--- config.mk ---
export PLATFORM = sky130hd
export DESIGN_NAME = sc_speedcomparator
export DESIGN_NICKNAME = d
export VERILOG_FILES = /design/src/rtl/sc_speedcomparator_pkg.sv /design/src/rtl/sc_speedcomparator_edgedetect.sv /design/src/rtl/sc_speedcomparator.sv
export SDC_FILE = /design/constraint.sdc
export NUM_CORES = 1
export LEC_CHECK = 0
export ABC_AREA = 1
export ABC_CLOCK_PERIOD_IN_PS = 3600
export CAP_MARGIN = 20
export CELL_PAD_IN_SITES_DETAIL_PLACEMENT = 2
export CELL_PAD_IN_SITES_GLOBAL_PLACEMENT = 2
export CORE_ASPECT_RATIO = 2
export CORE_UTILIZATION = 22
export CTS_BUF_LIST = sky130_fd_sc_hd__clkbuf_8 sky130_fd_sc_hd__clkbuf_16
export CTS_CLUSTER_SIZE = 24
export DETAILED_ROUTE_END_ITERATION = 12
export PLACE_DENSITY_LB_ADDON = 0.1
export SYNTH_ARGS = -nofsm -noshare
export SYNTH_HDL_FRONTEND = slang
export SYNTH_SLANG_ARGS = --single-unit
--- constraint.sdc ---
create_clock -name SC_SPEEDCOMPARATOR_CLOCK_50 -period 3.6 [get_ports SC_SPEEDCOMPARATOR_CLOCK_50]
set_input_delay 0.72 -clock SC_SPEEDCOMPARATOR_CLOCK_50 [delete_from_list [all_inputs] [get_ports SC_SPEEDCOMPARATOR_CLOCK_50]]
set_output_delay 0.72 -clock SC_SPEEDCOMPARATOR_CLOCK_50 [all_outputs]
set_load 0.01 [all_outputs]
--- src/rtl/sc_speedcomparator_pkg.sv ---
// ----------------------------------------------------------------------------
// sc_speedcomparator_pkg
// Shared definitions for the speed comparator block:
//   - FSM state encoding (WAIT=0, TICK=1)
//   - speed level width
//   - default per-level tick thresholds (level 0 = slowest)
// ----------------------------------------------------------------------------
package sc_speedcomparator_pkg;

    typedef enum logic [0:0] {
        SC_WAIT = 1'b0,
        SC_TICK = 1'b1
    } sc_state_e;

    localparam int SC_LEVEL_W = 2;

    localparam int unsigned SC_LEVEL0_DEFAULT = 32'd50000000;
    localparam int unsigned SC_LEVEL1_DEFAULT = 32'd25000000;
    localparam int unsigned SC_LEVEL2_DEFAULT = 32'd12500000;
    localparam int unsigned SC_LEVEL3_DEFAULT = 32'd6250000;

endpackage

--- src/rtl/sc_speedcomparator_edgedetect.sv ---
// ----------------------------------------------------------------------------
// sc_edgedetect
// Falling-edge detector for an active-low level input. The history flop
// resets to 1 (input idle high), so an idle input never produces a pulse.
// A held-low input produces exactly one pulse.
//
// Ports:
//   clk_i   in   clock, rising edge
//   rst_ni  in   asynchronous active-low reset
//   sig_ni  in   active-low level input
//   fall_o  out  one-cycle pulse in the cycle the input is first seen low
// ----------------------------------------------------------------------------
module sc_edgedetect
    import sc_speedcomparator_pkg::*;
(
    input  logic clk_i,
    input  logic rst_ni,
    input  logic sig_ni,
    output logic fall_o
);

    logic prev_q;

    always_ff @(posedge clk_i or negedge rst_ni) begin
        if (!rst_ni) begin
            prev_q <= 1'b1;
        end else begin
            prev_q <= sig_ni;
        end
    end

    assign fall_o = prev_q & ~sig_ni;

endmodule

--- src/rtl/sc_speedcomparator.sv ---
// ----------------------------------------------------------------------------
// sc_speedcomparator
// Compares a free-running count against the threshold of the current speed
// level and emits a one-cycle tick plus a registered clear that resets the
// upstream counter. The speed level is stepped by falling edges on the
// active-low speedup/speeddown inputs and saturates at 0 and 3.
//
// Ports:
//   SC_SPEEDCOMPARATOR_CLOCK_50        in   system clock
//   SC_SPEEDCOMPARATOR_RESET_InLow     in   asynchronous active-low reset
//   SC_SPEEDCOMPARATOR_data_InBUS      in   count from speed counter
//   SC_SPEEDCOMPARATOR_speedup_InLow   in   falling edge -> one level up
//   SC_SPEEDCOMPARATOR_speeddown_InLow in   falling edge -> one level down
//   SC_SPEEDCOMPARATOR_T0_OutHigh      out  one-cycle tick per period
//   SC_SPEEDCOMPARATOR_clear_OutHigh   out  one-cycle counter clear
//   SC_SPEEDCOMPARATOR_level_OutBUS    out  current speed level
//
// state | meaning
// ------+-----------------------------------------------------------
// WAIT  | comparing count against threshold[level]
// TICK  | tick/clear high for one cycle, count ignored, back to WAIT
// ----------------------------------------------------------------------------
module sc_speedcomparator
    import sc_speedcomparator_pkg::*;
#(
    parameter int          SPEEDCOMPARATOR_DATAWIDTH = 28,
    parameter int unsigned SPEEDCOMPARATOR_LEVEL0    = SC_LEVEL0_DEFAULT,
    parameter int unsigned SPEEDCOMPARATOR_LEVEL1    = SC_LEVEL1_DEFAULT,
    parameter int unsigned SPEEDCOMPARATOR_LEVEL2    = SC_LEVEL2_DEFAULT,
    parameter int unsigned SPEEDCOMPARATOR_LEVEL3    = SC_LEVEL3_DEFAULT
) (
    input  logic                                 SC_SPEEDCOMPARATOR_CLOCK_50,
    input  logic                                 SC_SPEEDCOMPARATOR_RESET_InLow,
    input  logic [SPEEDCOMPARATOR_DATAWIDTH-1:0] SC_SPEEDCOMPARATOR_data_InBUS,
    input  logic                                 SC_SPEEDCOMPARATOR_speedup_InLow,
    input  logic                                 SC_SPEEDCOMPARATOR_speeddown_InLow,
    output logic                                 SC_SPEEDCOMPARATOR_T0_OutHigh,
    output logic                                 SC_SPEEDCOMPARATOR_clear_OutHigh,
    output logic [SC_LEVEL_W-1:0]                SC_SPEEDCOMPARATOR_level_OutBUS
);

    localparam int DW = SPEEDCOMPARATOR_DATAWIDTH;
    localparam logic [SC_LEVEL_W-1:0] LEVEL_MAX = 2'd3;
    localparam logic [SC_LEVEL_W-1:0] LEVEL_MIN = 2'd0;

    sc_state_e             state_q, state_d;
    logic [SC_LEVEL_W-1:0] level_q, level_d;
    logic                  t0_q, clear_q;
    logic                  up_fall, dn_fall;
    logic [DW-1:0]         thr_sel;

    sc_edgedetect u_edge_up (
        .clk_i  (SC_SPEEDCOMPARATOR_CLOCK_50),
        .rst_ni (SC_SPEEDCOMPARATOR_RESET_InLow),
        .sig_ni (SC_SPEEDCOMPARATOR_speedup_InLow),
        .fall_o (up_fall)
    );

    sc_edgedetect u_edge_dn (
        .clk_i  (SC_SPEEDCOMPARATOR_CLOCK_50),
        .rst_ni (SC_SPEEDCOMPARATOR_RESET_InLow),
        .sig_ni (SC_SPEEDCOMPARATOR_speeddown_InLow),
        .fall_o (dn_fall)
    );

    // Level register: simultaneous up/down edges cancel out.
    always_comb begin
        level_d = level_q;
        if (up_fall && !dn_fall && (level_q != LEVEL_MAX)) begin
            level_d = level_q + 2'd1;
        end else if (dn_fall && !up_fall && (level_q != LEVEL_MIN)) begin
            level_d = level_q - 2'd1;
        end
    end

    always_comb begin
        case (level_q)
            2'd0:    thr_sel = DW'(SPEEDCOMPARATOR_LEVEL0);
            2'd1:    thr_sel = DW'(SPEEDCOMPARATOR_LEVEL1);
            2'd2:    thr_sel = DW'(SPEEDCOMPARATOR_LEVEL2);
            default: thr_sel = DW'(SPEEDCOMPARATOR_LEVEL3);
        endcase
    end

    // ">=" so an overshoot, or a level change that drops the threshold
    // below the current count, still ticks on the next cycle.
    always_comb begin
        state_d = state_q;
        case (state_q)
            SC_WAIT: begin
                if (SC_SPEEDCOMPARATOR_data_InBUS >= thr_sel) begin
                    state_d = SC_TICK;
                end
            end
            SC_TICK: state_d = SC_WAIT;
            default: state_d = SC_WAIT;
        endcase
    end

    always_ff @(posedge SC_SPEEDCOMPARATOR_CLOCK_50 or negedge SC_SPEEDCOMPARATOR_RESET_InLow) begin
        if (!SC_SPEEDCOMPARATOR_RESET_InLow) begin
            state_q <= SC_WAIT;
            level_q <= LEVEL_MIN;
            t0_q    <= 1'b0;
            clear_q <= 1'b0;
        end else begin
            state_q <= state_d;
            level_q <= level_d;
            // Outputs come straight from flops loaded with the next state.
            t0_q    <= (state_d == SC_TICK);
            clear_q <= (state_d == SC_TICK);
        end
    end

    assign SC_SPEEDCOMPARATOR_T0_OutHigh    = t0_q;
    assign SC_SPEEDCOMPARATOR_clear_OutHigh = clear_q;
    assign SC_SPEEDCOMPARATOR_level_OutBUS  = level_q;

endmodule

==> metrics.md <==
| Metric | Value |
|---|---|
| Vias in the first global route | `1027` |
| Avg WL per Cell | `12.5 µm` |
| Die Y | `88.1 µm` |
| Worst path max stage delay | `0.53 ns` |
| Max cap viols | `0` |
| Clock Path Buffers | `2` |
| Placed insts | `207` |
| Remaining Overflow, GRT | `0` |
| Antenna Cells | `0` |
| Worst path cell trace | `inv_1 > ha_1 > nor2_1 > ha_1 > nand2_1 > nor2_1 > nor3_1 > nand3_1 > nand2_1 > nand3_1 > nand2_1 > inv_1` |
| Routability Congestion | `0.786` |
| RSZ-0062 raised after global routing | `false` |
| Relative slew slack | `77.3%` |
| Global-route usage over all layers | `15.0%` |
| DRT Wirelength | `2.64 mm` |
| #FFs+latches synth | `5` |
| CTS tree | `done` |
| DR pass1 iterations | `4` |
| Post-DP Area | `1220 µm²` |
| Filler Cells Inserted | `452` |
| Post-CTS Setup Inserts | `0` |
| Num rows | `31` |
| Cts bufs inserted | `3` |
| Fmax | `0.464 GHz` |
| CTS H-tree lvls | `1` |
| Routed length on met2 | `1.62 mm` |
| Yosys warnings | `0` |
| Slew Viols, Final | `0` |
| Synthesized area | `815 µm²` |
| Post-CTS Hold Buffers | `0` |
| Fin Clk Skew | `0.000113 ns` |
| Clock root cell | `clkbuf_8` |
| Nets | `215` |
| First DRT Iteration DRCs | `3` |
| Top FF cell, synth | `dfrtp_1` |
| FF/Latch Area | `128 µm²` |
| Largest net degree at the start of global routing | `9` |
| Die Area | `3960 µm²` |
| Via count | `923` |
| Leak | `0.612 nW` |
| Met1 wire length | `896 µm` |
| Status | `finished, final reports clean` |
| Syn_area_per_cell | `6.57 µm²` |
| Initial antenna violation count | `0` |
| Post-synth top area cell | `ha_1` |
| Fin util | `35.4%` |
| Fin crit share | `59.9%` |
| Post-synth EDFFs | `0` |
| Routed Antenna Nets | `0` |
| Die Width | `45.0 µm` |
| Initial core utilization | `22.8%` |
| Worst Setup End Kind | `register` |
| PwrDens | `554 nW/µm²` |
| Syn_nets | `176` |
| Final hold vios | `0` |
| Min Tclk post-route | `2.16 ns` |
| Share of post-route cells with drive strength above 1 | `6.79%` |
| Synth top area share | `30.7%` |
| Crit-path slowest cell | `dfrtp_1` |
| First-pass GRT wire length | `4.28 mm` |
| DR vias/cell | `4.37` |
| Worst Hold Class | `register to register` |
| Worst-Skew Late Latency | `0.22 ns` |
| Critical path class | `register to register` |
| Async set or reset register ratio after synthesis | `100%` |
| Setup tns final | `0 ns` |
| Remaining DRCs | `0` |
| Core Area | `3570 µm²` |
| Worst setup SP type | `register` |
| Final Setup Violations | `0` |
| # resized after CTS | `0` |
| Slew @ Worst Pin | `0.340 ns` |
| Cell count after synthesis | `124` |
| Yosys cell types | `19` |
| Most frequent cells in the layout | `nand2_1 (35), clkdlybuf4s50_1 (35), inv_1 (22), ha_1 (20), nor2_1 (14)` |
| Top layer in use | `met4` |
| Worst-path maximum fanout | `8` |
| Port bufs | `35` |
| Fin cells | `211` |
| WL met3 | `104 µm` |
| Area of the multi-input gates | `597 µm²` |
| Clk slew on worst S/H paths | `0.03 ns` |
| Worst vdd ir | `289 µV` |
| Worst path most repeated cell | `nand2_1` |
| Post-synthesis sequential area ratio | `15.7%` |
| HPWL Detailed | `2.35 mm` |
| Largest cells by area after synthesis | `ha_1 (31%), nand2_1 (16%), inv_1 (9.7%)` |
| Area Growth Syn to Fin | `55.1%` |
| Post-route cell area | `1260 µm²` |
| IO Count | `36` |
| Sinks on Clock Net | `5` |
| CP required | `3.71 ns` |
| Worst EP arrival | `2.27 ns` |
[routing by layer]
layer  up-vias  track usage, %
li1        465               -
met1       437            13.3
met2        19            31.2
met3         2            2.06
met4         0            4.96
met5         -               0
[cells in the mapped netlist, drive strengths merged, types with 2 or more instances]
cell    count
nand2      35
inv        22
ha         20
nor2       19
nand3       6
a21oi       4
dfrtp       3
dfstp       2
nand3b      2
nor3        2
o21ai       2
xnor2       2
[final cells by class]
| class | count | area share [%] |
|---|---|---|
| sequential | 5 | 10.1 |
| timing repair buffer | 35 | 27.7 |
| tap | 49 | 4.85 |
| inverter | 22 | 6.53 |
| clock inverter | 1 | 0.297 |
| clock buffer | 3 | 3.27 |
| multi-input combinational | 96 | 47.2 |
[critical path: cells and delay by family (launching register included)]
kind | cells | cell delay, ns
adders and majority gates | 2 | 0.57
DFF | 1 | 0.53
and+or+nand+nor | 8 | 0.73
buffers and inverters | 2 | 0.21
[through the flow]
stage / power [mW] / setup slack, ns / hold slack [ns]
floorplan: 0.418 / 1.75 / 0.424
global placement: 0.591 / 1.39 / 0.577
detailed placement: 0.613 / 1.32 / 0.586
CTS: 0.722 / 1.39 / 0.591
global route: 0.782 / 1.24 / 0.622
finish: 0.700 / 1.44 / 0.574
[flip-flops by register name (all words and copies together) (netlist names)]
name,count
SC_SPEEDCOMPARATOR_clear_OutHigh,1
SC_SPEEDCOMPARATOR_level_OutBUS,2
u_edge_dn.prev_q,1
u_edge_up.prev_q,1
[path summary, 6_finish.rpt]
kind | end | slack [ns] | start | cells after the start
worst min-delay path | SC_SPEEDCOMPARATOR_clear_OutHigh$_DFF_PN0_ | 0.57 | SC_SPEEDCOMPARATOR_clear_OutHigh$_DFF_PN0_ | 3
worst max register to register | SC_SPEEDCOMPARATOR_clear_OutHigh$_DFF_PN0_ | 1.44 | SC_SPEEDCOMPARATOR_level_OutBUS[0]$_DFFE_PN0P_ | 12
max in group asynchronous | u_edge_up.prev_q$_DFF_PN1_ | 2.61 | SC_SPEEDCOMPARATOR_RESET_InLow | 1
worst min register to register | SC_SPEEDCOMPARATOR_clear_OutHigh$_DFF_PN0_ | 0.57 | SC_SPEEDCOMPARATOR_clear_OutHigh$_DFF_PN0_ | 3
worst max-delay path | SC_SPEEDCOMPARATOR_clear_OutHigh$_DFF_PN0_ | 1.44 | SC_SPEEDCOMPARATOR_level_OutBUS[0]$_DFFE_PN0P_ | 12
min in group asynchronous | SC_SPEEDCOMPARATOR_clear_OutHigh$_DFF_PN0_ | 0.73 | SC_SPEEDCOMPARATOR_RESET_InLow | 1
[power breakdown]
| group | internal, mW | leakage [nW] | switching (mW) | total [mW] |
|---|---|---|---|---|
| registers | 0.0758 | 0.0556 | 0.0353 | 0.111 |
| clock network | 0.0730 | 0.0269 | 0.0270 | 0.100 |
| logic | 0.221 | 0.529 | 0.268 | 0.489 |
| total | 0.370 | 0.612 | 0.330 | 0.700 |
[cells by family (layout without fill, tap and decap cells)]
| family | Yosys count | count (layout) | share of synthesized area [%] |
|---|---|---|---|
| AO/OA/AOI/OAI | 6 | 6 | 3.69 |
| XOR/XNOR | 3 | 3 | 3.23 |
| adder cells (fa/ha/maj) | 20 | 20 | 30.7 |
| buffers and inverters | 23 | 61 | 11.1 |
| flip-flops | 5 | 5 | 15.7 |
| AND/OR/NAND/NOR | 67 | 67 | 35.6 |
Note: power is estimated with default switching activity, not from simulation.
